<file path="config.mk">
export PLATFORM = sky130hd
export DESIGN_NAME = cmd_frame_codec
export DESIGN_NICKNAME = d
export VERILOG_FILES = /design/src/rtl/cmd_frame_pkg.sv /design/src/rtl/cmd_frame_rx.sv /design/src/rtl/cmd_frame_codec.sv
export SDC_FILE = /design/constraint.sdc
export NUM_CORES = 1
export LEC_CHECK = 0
export ABC_AREA = 1
export BUFFER_PORTS_ARGS = -buffer_cell sky130_fd_sc_hd__buf_2
export CORE_MARGIN = 5
export CORE_UTILIZATION = 40
export CTS_CLUSTER_DIAMETER = 100
export DETAILED_ROUTE_END_ITERATION = 12
export GPL_TIMING_DRIVEN = 0
export PLACE_DENSITY_LB_ADDON = 0.1
export SLEW_MARGIN = 20
export SYNTH_ARGS = -nofsm -noshare
export SYNTH_HDL_FRONTEND = slang
export SYNTH_SLANG_ARGS = --single-unit
</file>
<file path="constraint.sdc">
create_clock -name clk -period 2.75 [get_ports clk]
set_input_delay 0.275 -clock clk [delete_from_list [all_inputs] [get_ports clk]]
set_output_delay 0.275 -clock clk [all_outputs]
set_load 0.01 [all_outputs]
</file>
<file path="src/rtl/cmd_frame_pkg.sv">
// rtl/cmd_frame_pkg.sv - frame constants and FSM state types shared by the command-frame codec
package cmd_frame_pkg;

    localparam logic [7:0] FRAME_HEAD1 = 8'hAA;
    localparam logic [7:0] FRAME_HEAD2 = 8'h55;
    localparam logic [7:0] FRAME_END   = 8'hEF;

    typedef enum logic [1:0] {
        T_IDLE,
        T_GUARD,
        T_STROBE,
        T_WAIT
    } tx_state_e;

    typedef enum logic [2:0] {
        R_HUNT1,
        R_HUNT2,
        R_CMD,
        R_DATA,
        R_PAR,
        R_END
    } rx_state_e;

endpackage

</file>
<file path="src/rtl/cmd_frame_rx.sv">
// rtl/cmd_frame_rx.sv - receive parser with header hunt, inter-byte timeout and saturating error count
module cmd_frame_rx
    import cmd_frame_pkg::*;
#(
    parameter int DATA_BYTES = 4,
    parameter int MSB_FIRST  = 1,
    parameter int RX_TIMEOUT = 1000
) (
    input  logic                      clk,
    input  logic                      rst,
    input  logic [7:0]                byte_rx_data,
    input  logic                      byte_rx_valid,
    input  logic                      byte_rx_err,
    output logic                      cmd_rx_valid,
    output logic [7:0]                cmd_rx_code,
    output logic [8*DATA_BYTES-1:0]   cmd_rx_data,
    output logic                      err_parity,
    output logic                      err_frame,
    output logic                      err_timeout,
    output logic [15:0]               rx_err_count
);
    localparam int W  = 8 * DATA_BYTES;
    localparam int TW = $clog2(RX_TIMEOUT + 1);
    localparam logic [TW-1:0] TMO_LAST  = TW'(RX_TIMEOUT - 1);
    localparam logic [4:0]    DCNT_LAST = 5'(DATA_BYTES - 1);

    rx_state_e      state_q, state_d;
    logic [TW-1:0]  tmo_q, tmo_d;
    logic [4:0]     dcnt_q, dcnt_d;
    logic [7:0]     par_q, par_d;
    logic [7:0]     rpar_q, rpar_d;
    logic [7:0]     code_sh_q, code_sh_d;
    logic [W-1:0]   shadow_q, shadow_d;
    logic           valid_q, valid_d;
    logic [7:0]     code_q, code_d;
    logic [W-1:0]   data_q, data_d;
    logic           perr_q, perr_d;
    logic           ferr_q, ferr_d;
    logic           terr_q, terr_d;
    logic [15:0]    cnt_q, cnt_d;
    logic [4:0]     byte_sel;
    logic [7:0]     pos;

    always_comb begin
        byte_sel = (MSB_FIRST != 0) ? (DCNT_LAST - dcnt_q) : dcnt_q;
        pos      = {byte_sel, 3'b000};

        state_d   = state_q;
        tmo_d     = tmo_q;
        dcnt_d    = dcnt_q;
        par_d     = par_q;
        rpar_d    = rpar_q;
        code_sh_d = code_sh_q;
        shadow_d  = shadow_q;
        valid_d   = 1'b0;
        code_d    = code_q;
        data_d    = data_q;
        perr_d    = 1'b0;
        ferr_d    = 1'b0;
        terr_d    = 1'b0;

        if (byte_rx_valid) begin
            tmo_d = '0;
            if (byte_rx_err) begin
                // A corrupted byte while hunting is just line noise, not a broken frame.
                if (state_q != R_HUNT1) begin
                    ferr_d  = 1'b1;
                    state_d = R_HUNT1;
                end
            end else begin
                case (state_q)
                    R_HUNT1: if (byte_rx_data == FRAME_HEAD1) state_d = R_HUNT2;
                    R_HUNT2: begin
                        if (byte_rx_data == FRAME_HEAD2)      state_d = R_CMD;
                        else if (byte_rx_data != FRAME_HEAD1) state_d = R_HUNT1;
                    end
                    R_CMD: begin
                        code_sh_d = byte_rx_data;
                        par_d     = byte_rx_data;
                        dcnt_d    = '0;
                        state_d   = R_DATA;
                    end
                    R_DATA: begin
                        shadow_d = (shadow_q & ~(W'(8'hFF) << pos)) | (W'(byte_rx_data) << pos);
                        par_d    = par_q ^ byte_rx_data;
                        dcnt_d   = dcnt_q + 5'd1;
                        if (dcnt_q == DCNT_LAST) state_d = R_PAR;
                    end
                    R_PAR: begin
                        rpar_d  = byte_rx_data;
                        state_d = R_END;
                    end
                    R_END: begin
                        state_d = R_HUNT1;
                        if (par_q != rpar_q) begin
                            perr_d = 1'b1;
                        end else if (byte_rx_data != FRAME_END) begin
                            ferr_d = 1'b1;
                        end else begin
                            valid_d = 1'b1;
                            code_d  = code_sh_q;
                            data_d  = shadow_q;
                        end
                    end
                    default: state_d = R_HUNT1;
                endcase
            end
        end else if (state_q != R_HUNT1) begin
            if (tmo_q == TMO_LAST) begin
                terr_d  = 1'b1;
                tmo_d   = '0;
                state_d = R_HUNT1;
            end else begin
                tmo_d = tmo_q + 1'b1;
            end
        end else begin
            tmo_d = '0;
        end

        cnt_d = cnt_q;
        if ((perr_d || ferr_d || terr_d) && (cnt_q != 16'hFFFF)) cnt_d = cnt_q + 16'd1;
    end

    always_ff @(posedge clk) begin
        if (rst) begin
            state_q   <= R_HUNT1;
            tmo_q     <= '0;
            dcnt_q    <= '0;
            par_q     <= '0;
            rpar_q    <= '0;
            code_sh_q <= '0;
            shadow_q  <= '0;
            valid_q   <= 1'b0;
            code_q    <= '0;
            data_q    <= '0;
            perr_q    <= 1'b0;
            ferr_q    <= 1'b0;
            terr_q    <= 1'b0;
            cnt_q     <= '0;
        end else begin
            state_q   <= state_d;
            tmo_q     <= tmo_d;
            dcnt_q    <= dcnt_d;
            par_q     <= par_d;
            rpar_q    <= rpar_d;
            code_sh_q <= code_sh_d;
            shadow_q  <= shadow_d;
            valid_q   <= valid_d;
            code_q    <= code_d;
            data_q    <= data_d;
            perr_q    <= perr_d;
            ferr_q    <= ferr_d;
            terr_q    <= terr_d;
            cnt_q     <= cnt_d;
        end
    end

    assign cmd_rx_valid = valid_q;
    assign cmd_rx_code  = code_q;
    assign cmd_rx_data  = data_q;
    assign err_parity   = perr_q;
    assign err_frame    = ferr_q;
    assign err_timeout  = terr_q;
    assign rx_err_count = cnt_q;

endmodule

</file>
<file path="src/rtl/cmd_frame_codec.sv">
// rtl/cmd_frame_codec.sv - command-frame encoder (guarded byte transmit FSM) plus receive parser instance
module cmd_frame_codec
    import cmd_frame_pkg::*;
#(
    parameter int DATA_BYTES   = 4,
    parameter int MSB_FIRST    = 1,
    parameter int RX_TIMEOUT   = 1000,
    parameter int GUARD_CYCLES = 100
) (
    input  logic                      clk,
    input  logic                      rst,
    input  logic                      cmd_tx_valid,
    output logic                      cmd_tx_ready,
    input  logic [7:0]                cmd_tx_code,
    input  logic [8*DATA_BYTES-1:0]   cmd_tx_data,
    output logic                      cmd_tx_done,
    output logic                      tx_busy,
    output logic [7:0]                byte_tx_data,
    output logic                      byte_tx_valid,
    input  logic                      byte_tx_busy,
    input  logic                      byte_tx_over,
    input  logic [7:0]                byte_rx_data,
    input  logic                      byte_rx_valid,
    input  logic                      byte_rx_err,
    output logic                      cmd_rx_valid,
    output logic [7:0]                cmd_rx_code,
    output logic [8*DATA_BYTES-1:0]   cmd_rx_data,
    output logic                      err_parity,
    output logic                      err_frame,
    output logic                      err_timeout,
    output logic [15:0]               rx_err_count
);
    localparam int W  = 8 * DATA_BYTES;
    localparam int GW = $clog2(GUARD_CYCLES + 1);
    localparam logic [GW-1:0] GUARD_MAX = GW'(GUARD_CYCLES);
    localparam logic [4:0]    PAR_IDX   = 5'(DATA_BYTES + 3);
    localparam logic [4:0]    END_IDX   = 5'(DATA_BYTES + 4);

    tx_state_e      state_q, state_d;
    logic [7:0]     code_q, code_d;
    logic [W-1:0]   data_q, data_d;
    logic [4:0]     idx_q, idx_d;
    logic [7:0]     par_q, par_d;
    logic [GW-1:0]  guard_q, guard_d;
    logic           done_q, done_d;
    logic [4:0]     data_idx;
    logic [4:0]     byte_sel;
    logic [7:0]     data_byte;
    logic [7:0]     cur_byte;

    // Wire byte at the current index: header, code, payload, running parity, end marker.
    always_comb begin
        data_idx  = idx_q - 5'd3;
        byte_sel  = (MSB_FIRST != 0) ? (5'(DATA_BYTES - 1) - data_idx) : data_idx;
        data_byte = 8'(data_q >> {byte_sel, 3'b000});
        if (idx_q == 5'd0)         cur_byte = FRAME_HEAD1;
        else if (idx_q == 5'd1)    cur_byte = FRAME_HEAD2;
        else if (idx_q == 5'd2)    cur_byte = code_q;
        else if (idx_q == PAR_IDX) cur_byte = par_q;
        else if (idx_q == END_IDX) cur_byte = FRAME_END;
        else                       cur_byte = data_byte;
    end

    always_comb begin
        state_d = state_q;
        code_d  = code_q;
        data_d  = data_q;
        idx_d   = idx_q;
        par_d   = par_q;
        done_d  = 1'b0;

        if (byte_tx_busy)            guard_d = '0;
        else if (guard_q == GUARD_MAX) guard_d = guard_q;
        else                         guard_d = guard_q + 1'b1;

        case (state_q)
            T_IDLE: begin
                if (cmd_tx_valid) begin
                    code_d  = cmd_tx_code;
                    data_d  = cmd_tx_data;
                    idx_d   = '0;
                    par_d   = cmd_tx_code;
                    state_d = T_GUARD;
                end
            end
            T_GUARD:  if (guard_q == GUARD_MAX && !byte_tx_busy) state_d = T_STROBE;
            T_STROBE: state_d = T_WAIT;
            T_WAIT: begin
                if (byte_tx_over) begin
                    idx_d = idx_q + 5'd1;
                    if (idx_q >= 5'd3 && idx_q < PAR_IDX) par_d = par_q ^ cur_byte;
                    if (idx_q == END_IDX) begin
                        done_d  = 1'b1;
                        state_d = T_IDLE;
                    end else begin
                        state_d = T_GUARD;
                    end
                end
            end
            default: state_d = T_IDLE;
        endcase
    end

    always_ff @(posedge clk) begin
        if (rst) begin
            state_q <= T_IDLE;
            code_q  <= '0;
            data_q  <= '0;
            idx_q   <= '0;
            par_q   <= '0;
            guard_q <= '0;
            done_q  <= 1'b0;
        end else begin
            state_q <= state_d;
            code_q  <= code_d;
            data_q  <= data_d;
            idx_q   <= idx_d;
            par_q   <= par_d;
            guard_q <= guard_d;
            done_q  <= done_d;
        end
    end

    // done is registered so it coincides with the first idle (ready) cycle.
    assign cmd_tx_ready  = (state_q == T_IDLE);
    assign tx_busy       = (state_q != T_IDLE);
    assign cmd_tx_done   = done_q;
    assign byte_tx_valid = (state_q == T_STROBE);
    assign byte_tx_data  = byte_tx_valid ? cur_byte : 8'h00;

    cmd_frame_rx #(
        .DATA_BYTES (DATA_BYTES),
        .MSB_FIRST  (MSB_FIRST),
        .RX_TIMEOUT (RX_TIMEOUT)
    ) u_rx (
        .clk           (clk),
        .rst           (rst),
        .byte_rx_data  (byte_rx_data),
        .byte_rx_valid (byte_rx_valid),
        .byte_rx_err   (byte_rx_err),
        .cmd_rx_valid  (cmd_rx_valid),
        .cmd_rx_code   (cmd_rx_code),
        .cmd_rx_data   (cmd_rx_data),
        .err_parity    (err_parity),
        .err_frame     (err_frame),
        .err_timeout   (err_timeout),
        .rx_err_count  (rx_err_count)
    );

endmodule

</file>
Yosys cells after proc, flatten, opt, wreduce, memory -nomap -nowiden
Cells that the tools add are included.
- reduce and logical (&&, ||, !) cells: 29
- div/mod/pow operators: 0
- equality and inequality tests: 29
- bitwise gates (word level): 13
- shifts and indexed selects: 3
- order comparisons: 2
- multiplexer cells: 45
- $mul: 0
- $add $sub $neg: 8
- operators by type and width (kind ; number):
    2-to-1 mux 8 bit ; 9
    bitwise AND 32 bit ; 1
    inverter 32 bit ; 1
    OR 32 bit ; 1
    case mux 8 bit (2 select lines) ; 2
    << shifter 8 x 8 -> 32 bit ; 1
    << shifter 8 x 8 -> 32 bit (first input constant) ; 1
    >> shifter 32 x 8 -> 8 bit ; 1
    2-to-1 mux 3 bit ; 9
    case mux 5 bit (2 select lines) ; 2
    AND reduction 3 bit ; 6
    adder 16 x 1 -> 16 bit (second input constant) ; 1
    2-to-1 mux 1 bit ; 16
    inequality test 16 bit (second input constant) ; 1
    inequality test 8 bit (second input constant) ; 2
    bitwise XOR 8 bit ; 2
    case mux 3 bit (5 select lines) ; 1
    adder 10 x 1 -> 10 bit (second input constant) ; 1
    adder 5 x 1 -> 5 bit (second input constant) ; 2
    == test 10 bit (second input constant) ; 1
    == test 5 x 2 -> 1 bit (second input constant) ; 2
    2-to-1 mux 5 bit ; 2
    nonzero test 2 bit ; 5
    subtractor 2 x 5 -> 5 bit (first input constant) ; 2
    other kinds (38) ; 57
- memories kept: 0
- logic and storage cells: 150
- memory bits (writable): 0
- memory bits (read-only): 0
- bits in latches: 0
- register bits after elaboration: 197
- input port bits: 55

Depth between registers and ports, before layout
Gate-level depths: netlist (run 1).
- depth after elaboration: 12
- gate-level depth with buffers: 18

Modules after synthesis
Synthesis (run 1) repeated with hierarchy kept, for this count alone.
- cell total of the unflattened synthesis: 1299
- area, all modules: 9026.2 µm²
- modules (own cells, without submodules) (module ; times used ; area each (µm²) ; cells each ; seq. area each (µm²)):
    cmd_frame_rx ; 1 ; 5521.5 ; 764 ; 2682.6
    cmd_frame_codec ; 1 ; 3504.6 ; 535 ; 1261.2

Worst setup path before layout (run 1)
No wires, ideal clock.
- kind: register -> output
- start: register idx_q[0]
- end: output port byte_tx_data[2]
- setup slack: 0.474 ns
- cell stages (with the launch flop): 16
- arrival time: 2.001 ns
- path buffers: 3
- path through: dfxtp_1 -> buf_2 -> inv_1 -> buf_2 -> ha_1 -> inv_1 -> buf_2 -> nor2_1 -> nand2_1 -> a21oi_1 -> nand2_1 -> nand2_1 -> nand2_1 -> nand2_1 -> nand2_1 -> nor2_1
- longest elaborated chain between the ends: 9
- elaborated cells on any way between the ends: 14
- classes of those cells: add/sub (2); eq/ne (4); shift (1); mux (6); reduce/logical (1)
- RTL lines (what ; RTL line ; text):
    from (decl) ; cmd_frame_codec.sv:42 ; logic [4:0] idx_q, idx_d;
    from (signal assigned) ; cmd_frame_codec.sv:117 ; idx_q <= idx_d;
    subtractor 5 x 2 -> 5 bit ; cmd_frame_codec.sv:53 ; data_idx = idx_q - 5'd3;
    subtractor 2 x 5 -> 5 bit ; cmd_frame_codec.sv:54 ; byte_sel = (MSB_FIRST != 0) ? (5'(DATA_BYTES - 1) - data_idx) : data_idx;
    >> shifter 32 x 8 -> 8 bit ; cmd_frame_codec.sv:55 ; data_byte = 8'(data_q >> {byte_sel, 3'b000});
    2-to-1 mux 8 bit ; cmd_frame_codec.sv:60 ; else if (idx_q == END_IDX) cur_byte = FRAME_END;
    2-to-1 mux 8 bit ; cmd_frame_codec.sv:59 ; else if (idx_q == PAR_IDX) cur_byte = par_q;
    2-to-1 mux 8 bit ; cmd_frame_codec.sv:58 ; else if (idx_q == 5'd2) cur_byte = code_q;
    2-to-1 mux 8 bit ; cmd_frame_codec.sv:57 ; else if (idx_q == 5'd1) cur_byte = FRAME_HEAD2;
    2-to-1 mux 8 bit (*) ; cmd_frame_codec.sv:56 ; if (idx_q == 5'd0) cur_byte = FRAME_HEAD1;
    2-to-1 mux 8 bit (*) ; cmd_frame_codec.sv:129 ; assign byte_tx_data = byte_tx_valid ? cur_byte : 8'h00;
    to (decl) ; cmd_frame_codec.sv:18 ; output logic [7:0] byte_tx_data,
Every way passes the cells marked *; elsewhere a longest branch is shown, timed or not.

Final worst setup path (run 1)
Same ends and word-level chain as after synthesis.

==> impl_results.md, run 1 <==
* Status: completed
* Synth Instances at between 1k and 1.5k
* Hold_sp: cmd_tx_data[6]
* Clock skew at about 0.013 ns
* Crit. End Element: output port
* Fill count at between 2k and 2.5k
* DR WL/cell at ~15 um
* First-pass GRT wire length at 42700 um
* Seq/Total Area, Yosys at between 40 and 50%
* Num rows at 55
* Number of nets in the layout at approximately 1.5k
* Setup slack, reg-to-reg at ~0.42 ns
* Fin crit share at a little over nine tenths
* Crit path arrival time at around 2.4 ns
* DRT Wirelength at about 26000 um
* Diode count at 0
* Ys Warns at 0
* DRT antenna net count at 0
* Die area at 25700 um^2
* Min Tclk post-route at roughly 2.6 ns
* Slew headroom at between 50 and 60%
* Syn Area/Cell at between 7 and 8 um^2
* WS Path Type: reg -> out
* Post-synth EDFFs at 0
* Die X-Extent at 160 um
* WHS at approximately 0.086 ns
* Fin. Hold Viols at 0
* Yosys cell types at 47
* DP HPWL at ~19000 um
* Num CTS Buffers at 17
* CTS Hold Bufs at 0
* Gr usage total at around 20%
* Setup WS post-layout at roughly 0.11 ns
* Layout cells sized above 1 at between 10% and 20%
* Global route total overflow at 0
* Avg Vias per Cell at ~5.1
* Synth top area cells: dfxtp_1 44%, nand2_1 11%, a21oi_1 8.1%
* Synth top area share at 43.6%
* Syn Nets at ~1.3k
* Compound-Gate Fraction of Synth Area at between 15 and 20%
* H-tree depth at 4
* Initial DRC Count at 599
* Fin area at roughly 11000 um^2
* Max cap viols at 0
* Hold Path Cell Cnt at 3
* GP Congestion at 0.841
* Simple-gate portion of the synthesized area at between 20% and 30%
* Clk Latency, worst-skew pair at ~0.44 ns
* Hold endpoint: data_q[6]
* Vias in the first global route at 8248
* Slew @ Worst Pin at about 0.65 ns
* PortBufs at roughly 130
* Startpoint types: flop
* Core area at roughly 22000 um^2
* Peak VDD IR at 0.341 mV
* CTS max path bufs at 2
* Root buffer cell: clkbuf_16
* Critical Path RT at between 2 and 2.5 ns
* Async SR Flop Fraction at 0%
* RSZ-0062 raised after global routing: yes
* Adder-cell share of the synthesized area at between 2 and 2.5%
* CTS tree: done
* Dpl ws at -0.0638 ns
* Combinational family with the most area after synthesis: simple AND/OR/NAND/NOR gates
* Leak at 4.59 nW
* Hold Path Class: in -> reg
* Mapped Area at 9050 um^2
* Setup TNS at 0 ns
* Inst Count DP at 1673
* I/O pins at about 130
* Crit Path Max Fanout at 6
* DR pass1 iterations at 5
* PD cells at 663 nW/um^2
* Number of synthesized register bits at approximately 200
* Die H at 160 um
* Worst R2R Start: state_q[0]
* Final Setup Violations at 0
* Total Power at slightly above 7 mW
* Area post-placement at between 10000 and 15000 um^2
* DRC at 0
* Synth area leader: dfxtp_1
* Fin. max-slew vios at 0
* Clock slew at reported path FFs at 0.08 ns
* Clock tree sinks at around 200
* XOR/XNOR share of the synthesized area at approximately 2.8%
* Worst Reg-to-Reg Cells at 10
* Initial antenna violation count at 0
* Starting Density at 40.3%
* Primary FF master, synth: dfxtp_1
* Largest net degree at the start of global routing at 23
* F_max at roughly 380 MHz
* Vias at around 8.7k
* Area growth syn-to-layout at 19.7%
* Mux cell area share after synthesis at 0%
* Worst R2R End: par_q[7]
* Final Util at 48.3%
* CP startpoint: idx_q[0]
* Layout Cells excl Fill at 1713
## power by group
group          internal [mW]  switching, mW  total [mW]
combinational          0.450          0.923        1.37
clock                   1.26           1.36        2.62
sequential              3.08          0.111        3.19
## cell usage after synthesis, drive strengths merged, types with 3 or more instances
library cell and count:
o32ai 8, nor3b 3, buf 18, dfxtp 197, o21ai 111, nor3 34, clkinv 3, inv 126
nand3 64, xnor2 15, nand2 276, xor2 14, clkbuf 39, nand4 12, a22oi 8, a21oi 147
ha 15, or2 3, nor2 150, nand3b 4
## area by class of cell
class,count,area (um^2),area share [%]
Inverter,129,484,4.47
Multi-Input combinational cell,879,4410,40.7
Tap cell,285,357,3.29
Clock inverter,15,194,1.79
Sequential cell,197,3950,36.4
Timing Repair Buffer,134,694,6.41
Clock buffer,17,425,3.93
Buffer,57,320,2.96
## cell usage in the layout, fill, tap and decap left out, types with 7 or more instances in the layout
cell type and instances:
o21ai_1 8, dfxtp_1 195, clkbuf_16 17, o21ai_0 102, xnor2_1 15, xor2_1 14
ha_1 13, inv_1 114, buf_2 131, buf_4 13, a22oi_1 8, nand2_1 263
inv_2 12, nand4_1 11, a21oi_1 140, a21oi_2 7, nand2_2 11, o32ai_1 8
nor2_1 141, nor3_1 28, nand3_1 63, clkbuf_1 35
## how the worst max path moves through the flow
stage	endpoint	slack, ns	depth (start not counted)
final	byte_tx_data[2]	0.11	16
after global routing	byte_tx_data[2]	-0.01	16
after CTS	byte_tx_data[1]	0.001	13
after detailed placement	byte_tx_data[1]	-0.06	13
after global placement	byte_tx_data[1]	-0.08	13
after floorplan	byte_tx_data[2]	0.47	15
## flip-flops by register name, indices dropped and copies added (netlist names), 10 cells and up
signal,flops
u_rx.rx_err_count,16
u_rx.shadow_q,32
data_q,32
u_rx.tmo_q,10
u_rx.cmd_rx_data,32
## critical path: stages (launching register included)
cell and delay (ns):
dfxtp_2 0.34, buf_6 0.12, inv_2 0.05, buf_6 0.11, ha_4 0.27, inv_2 0.05
buf_6 0.13, nor2_4 0.09, nand2_1 0.07, a21oi_2 0.14, nand2_1 0.06, nand2_1 0.06
nand2_1 0.06, nand2_2 0.08, nand2_2 0.05, nor2_1 0.12, buf_2 0.14
## per-layer routing
| metal | global-route usage, % | vias up | share of wire (%) |
|---|---|---|---|
| met5 | 0 | - | 0 |
| met4 | 6.53 | 0 | 1.5 |
| met3 | 3.08 | 28 | 4.4 |
| met2 | 33.5 | 205 | 47 |
| met1 | 27.4 | 4023 | 47 |
| li1 | - | 4435 | - |
## cell families after synthesis
family,after synthesis
fa+ha+maj,15
simple gates,551
flops,197
compound gates,284
xor+xnor,29
buf+inv,186
## what timing repair did
item / in CTS / in global routing
gates cloned: 0 / 1
pin swaps: 2 / 13
setup endpoints to repair: 8 / 8
hold endpoints to repair: 0 / 0
resized for setup: 15 / 28
setup buffers: 3 / 4
(Power assumes the default switching activity.)
==> run 2: changes to the inputs <==
Settings changed: CORE_ASPECT_RATIO set to 1.1.
==> run 2 against run 1 <==
  * Count of clock-buffer cells in the layout is the same
  * Non-clock buffer count shrank 2
  * First-iteration DRC count shrank 6.5%
  * Largest cell class unchanged
==> impl_results.md, run 2 (synthesized netlist as in run 1, its figures left out) <==
* Crit Path Max Fanout at 10
* Status: completed
* Initial DRC Count at 560
* Max cap viols at 0
* Gr usage total at 20.4%
* Hold Path Class: in -> reg
* Die H at 168 um
* Fin crit share at about 94%
* Number of nets in the layout at ~1.5k
* DP HPWL at 19100 um
* Num CTS Buffers at 17
* Most common cell after layout, fill and taps aside: nand2_1
* Peak VDD IR at 0.369 mV
* GP Congestion at 0.899
* Root buffer cell: clkbuf_16
* DR pass1 iterations at 5
* Num rows at 57
* Die X-Extent at approximately 150 um
* Clock skew at around 0.012 ns
* DRT Wirelength at around 26000 um
* PortBufs at 126
* Global route total overflow at 0
* Vias in the first global route at between 8k and 9k
* F_max at approximately 390 MHz
* Starting Density at between 40 and 50%
* Clock tree sinks at 197
* Slew @ Worst Pin at ~0.68 ns
* H-tree depth at 4
* Vias at about 8.6k
* Fin. max-slew vios at 0
* Slew headroom at between 50% and 60%
* I/O pins at ~130
* Fin area at around 11000 um^2
* Largest net degree at the start of global routing at 20
* Area post-placement at 10000 um^2
* Layout cells sized above 1 at roughly 17%
* CTS Hold Bufs at 0
* Leak at 4.59 nW
* CTS max path bufs at 2
* Avg Vias per Cell at 5.00
* Fin. Hold Viols at 0
* Total Power at between 7 and 8 mW
* Setup TNS at 0 ns
* DRT antenna net count at 0
* Die area at 25700 um^2
* Initial antenna violation count at 1
* Setup WS post-layout at about 0.17 ns
* Core area at approximately 22000 um^2
* Dpl ws at -0.0365 ns
* Min Tclk post-route at 2.58 ns
* Startpoint types: flop
* PD cells at 674 nW/um^2
* First-pass GRT wire length at roughly 43000 um
* CTS tree: done
* Clock slew at reported path FFs at roughly 0.080 ns
* Critical Path RT at around 2.5 ns
* WS Path Type: reg -> out
* Crit path arrival time at around 2.3 ns
* Crit. End Element: output port
* Area growth syn-to-layout at 19.7%
* Clk Latency, worst-skew pair at around 0.44 ns
* Final Setup Violations at 0
* DRC at 0
* Setup slack, reg-to-reg at 0.41 ns
* DR WL/cell at 15.3 um
* Most frequent cells in the layout: 265 x nand2_1, 195 x dfxtp_1, 143 x nor2_1, 140 x a21oi_1, 131 x buf_2
run 2: cell types whose count changed in the layout (fill, tap and decap cells not counted), sizes merged:
| cell | before | now |
|---|---|---|
| inv | 135 | 132 |
| clkinvlp | 2 | 1 |
| clkbuf | 56 | 57 |
| bufinv | 0 | 3 |
| diode | 0 | 1 |
| buf | 152 | 149 |
run 2: layout make-up:
| type | count | area, um^2 |
|---|---|---|
| fill | 2280 | 11300 |
| clock inverter | 14 | 215 |
| timing repair buffer | 133 | 683 |
| clock buffer | 17 | 425 |
| tap | 295 | 369 |
| antenna | 1 | 2.50 |
| inverter | 129 | 487 |
| multi-input combinational | 879 | 4390 |
| buffer | 56 | 309 |
| sequential | 197 | 3950 |
run 2: path summary, 6_finish.rpt:
path / from / end / depth (start not counted)
worst max-delay path: idx_q[0] / byte_tx_data[5] / 12
worst min-delay path: cmd_tx_data[6] / data_q[6] / 3
worst max register to register: state_q[0] / state_q[0] / 8
worst min register to register: u_rx.tmo_q[0] / u_rx.tmo_q[0] / 1
run 2: critical path, stage by stage, from the launching register on:
cell and delay [ns]:
dfxtp_2 0.34, buf_6 0.12, buf_4 0.12, buf_4 0.16, buf_2 0.19, nand2_1 0.08
nand3_1 0.09, a21oi_2 0.18, nand2_1 0.12, nand4_1 0.09, nand2_1 0.12, a21oi_1 0.13
buf_2 0.15
run 2: what timing repair did:
action,4_1_cts,5_1_grt
setup buffers,4,2
endpoints found under the setup margin,8,8
pin swaps,1,11
gates cloned,0,1
gates resized for setup,14,21
run 2: per-stage QoR:
stage / cells / hold WS (ns) / utilization [%]
after CTS: 1718 / 0.0733 / 48.5
after global routing: 1721 / 0.0866 / 48.8
after detailed placement: 1683 / 0.441 / 45.3
after global placement: 1683 / 0.433 / 45.3
after floorplan: 1262 / 0.418 / -
final: 1721 / 0.0910 / 48.8
run 2: report_power, final:
part           total [mW]  switching (mW)  internal (mW)
Combinational        1.37           0.923          0.447
Sequential           3.19           0.112           3.08
Clock                2.73            1.25           1.48
run 2: routing by layer:
metal  vias to the layer above  global-route usage, %  part of all wire, %
li1                       4419                      -                    -
met1                      3954                   26.9                   47
met2                       205                   34.0                   47
met3                        32                   3.56                  4.3
met4                         0                   6.41                  2.0
met5                         -                      0                    0
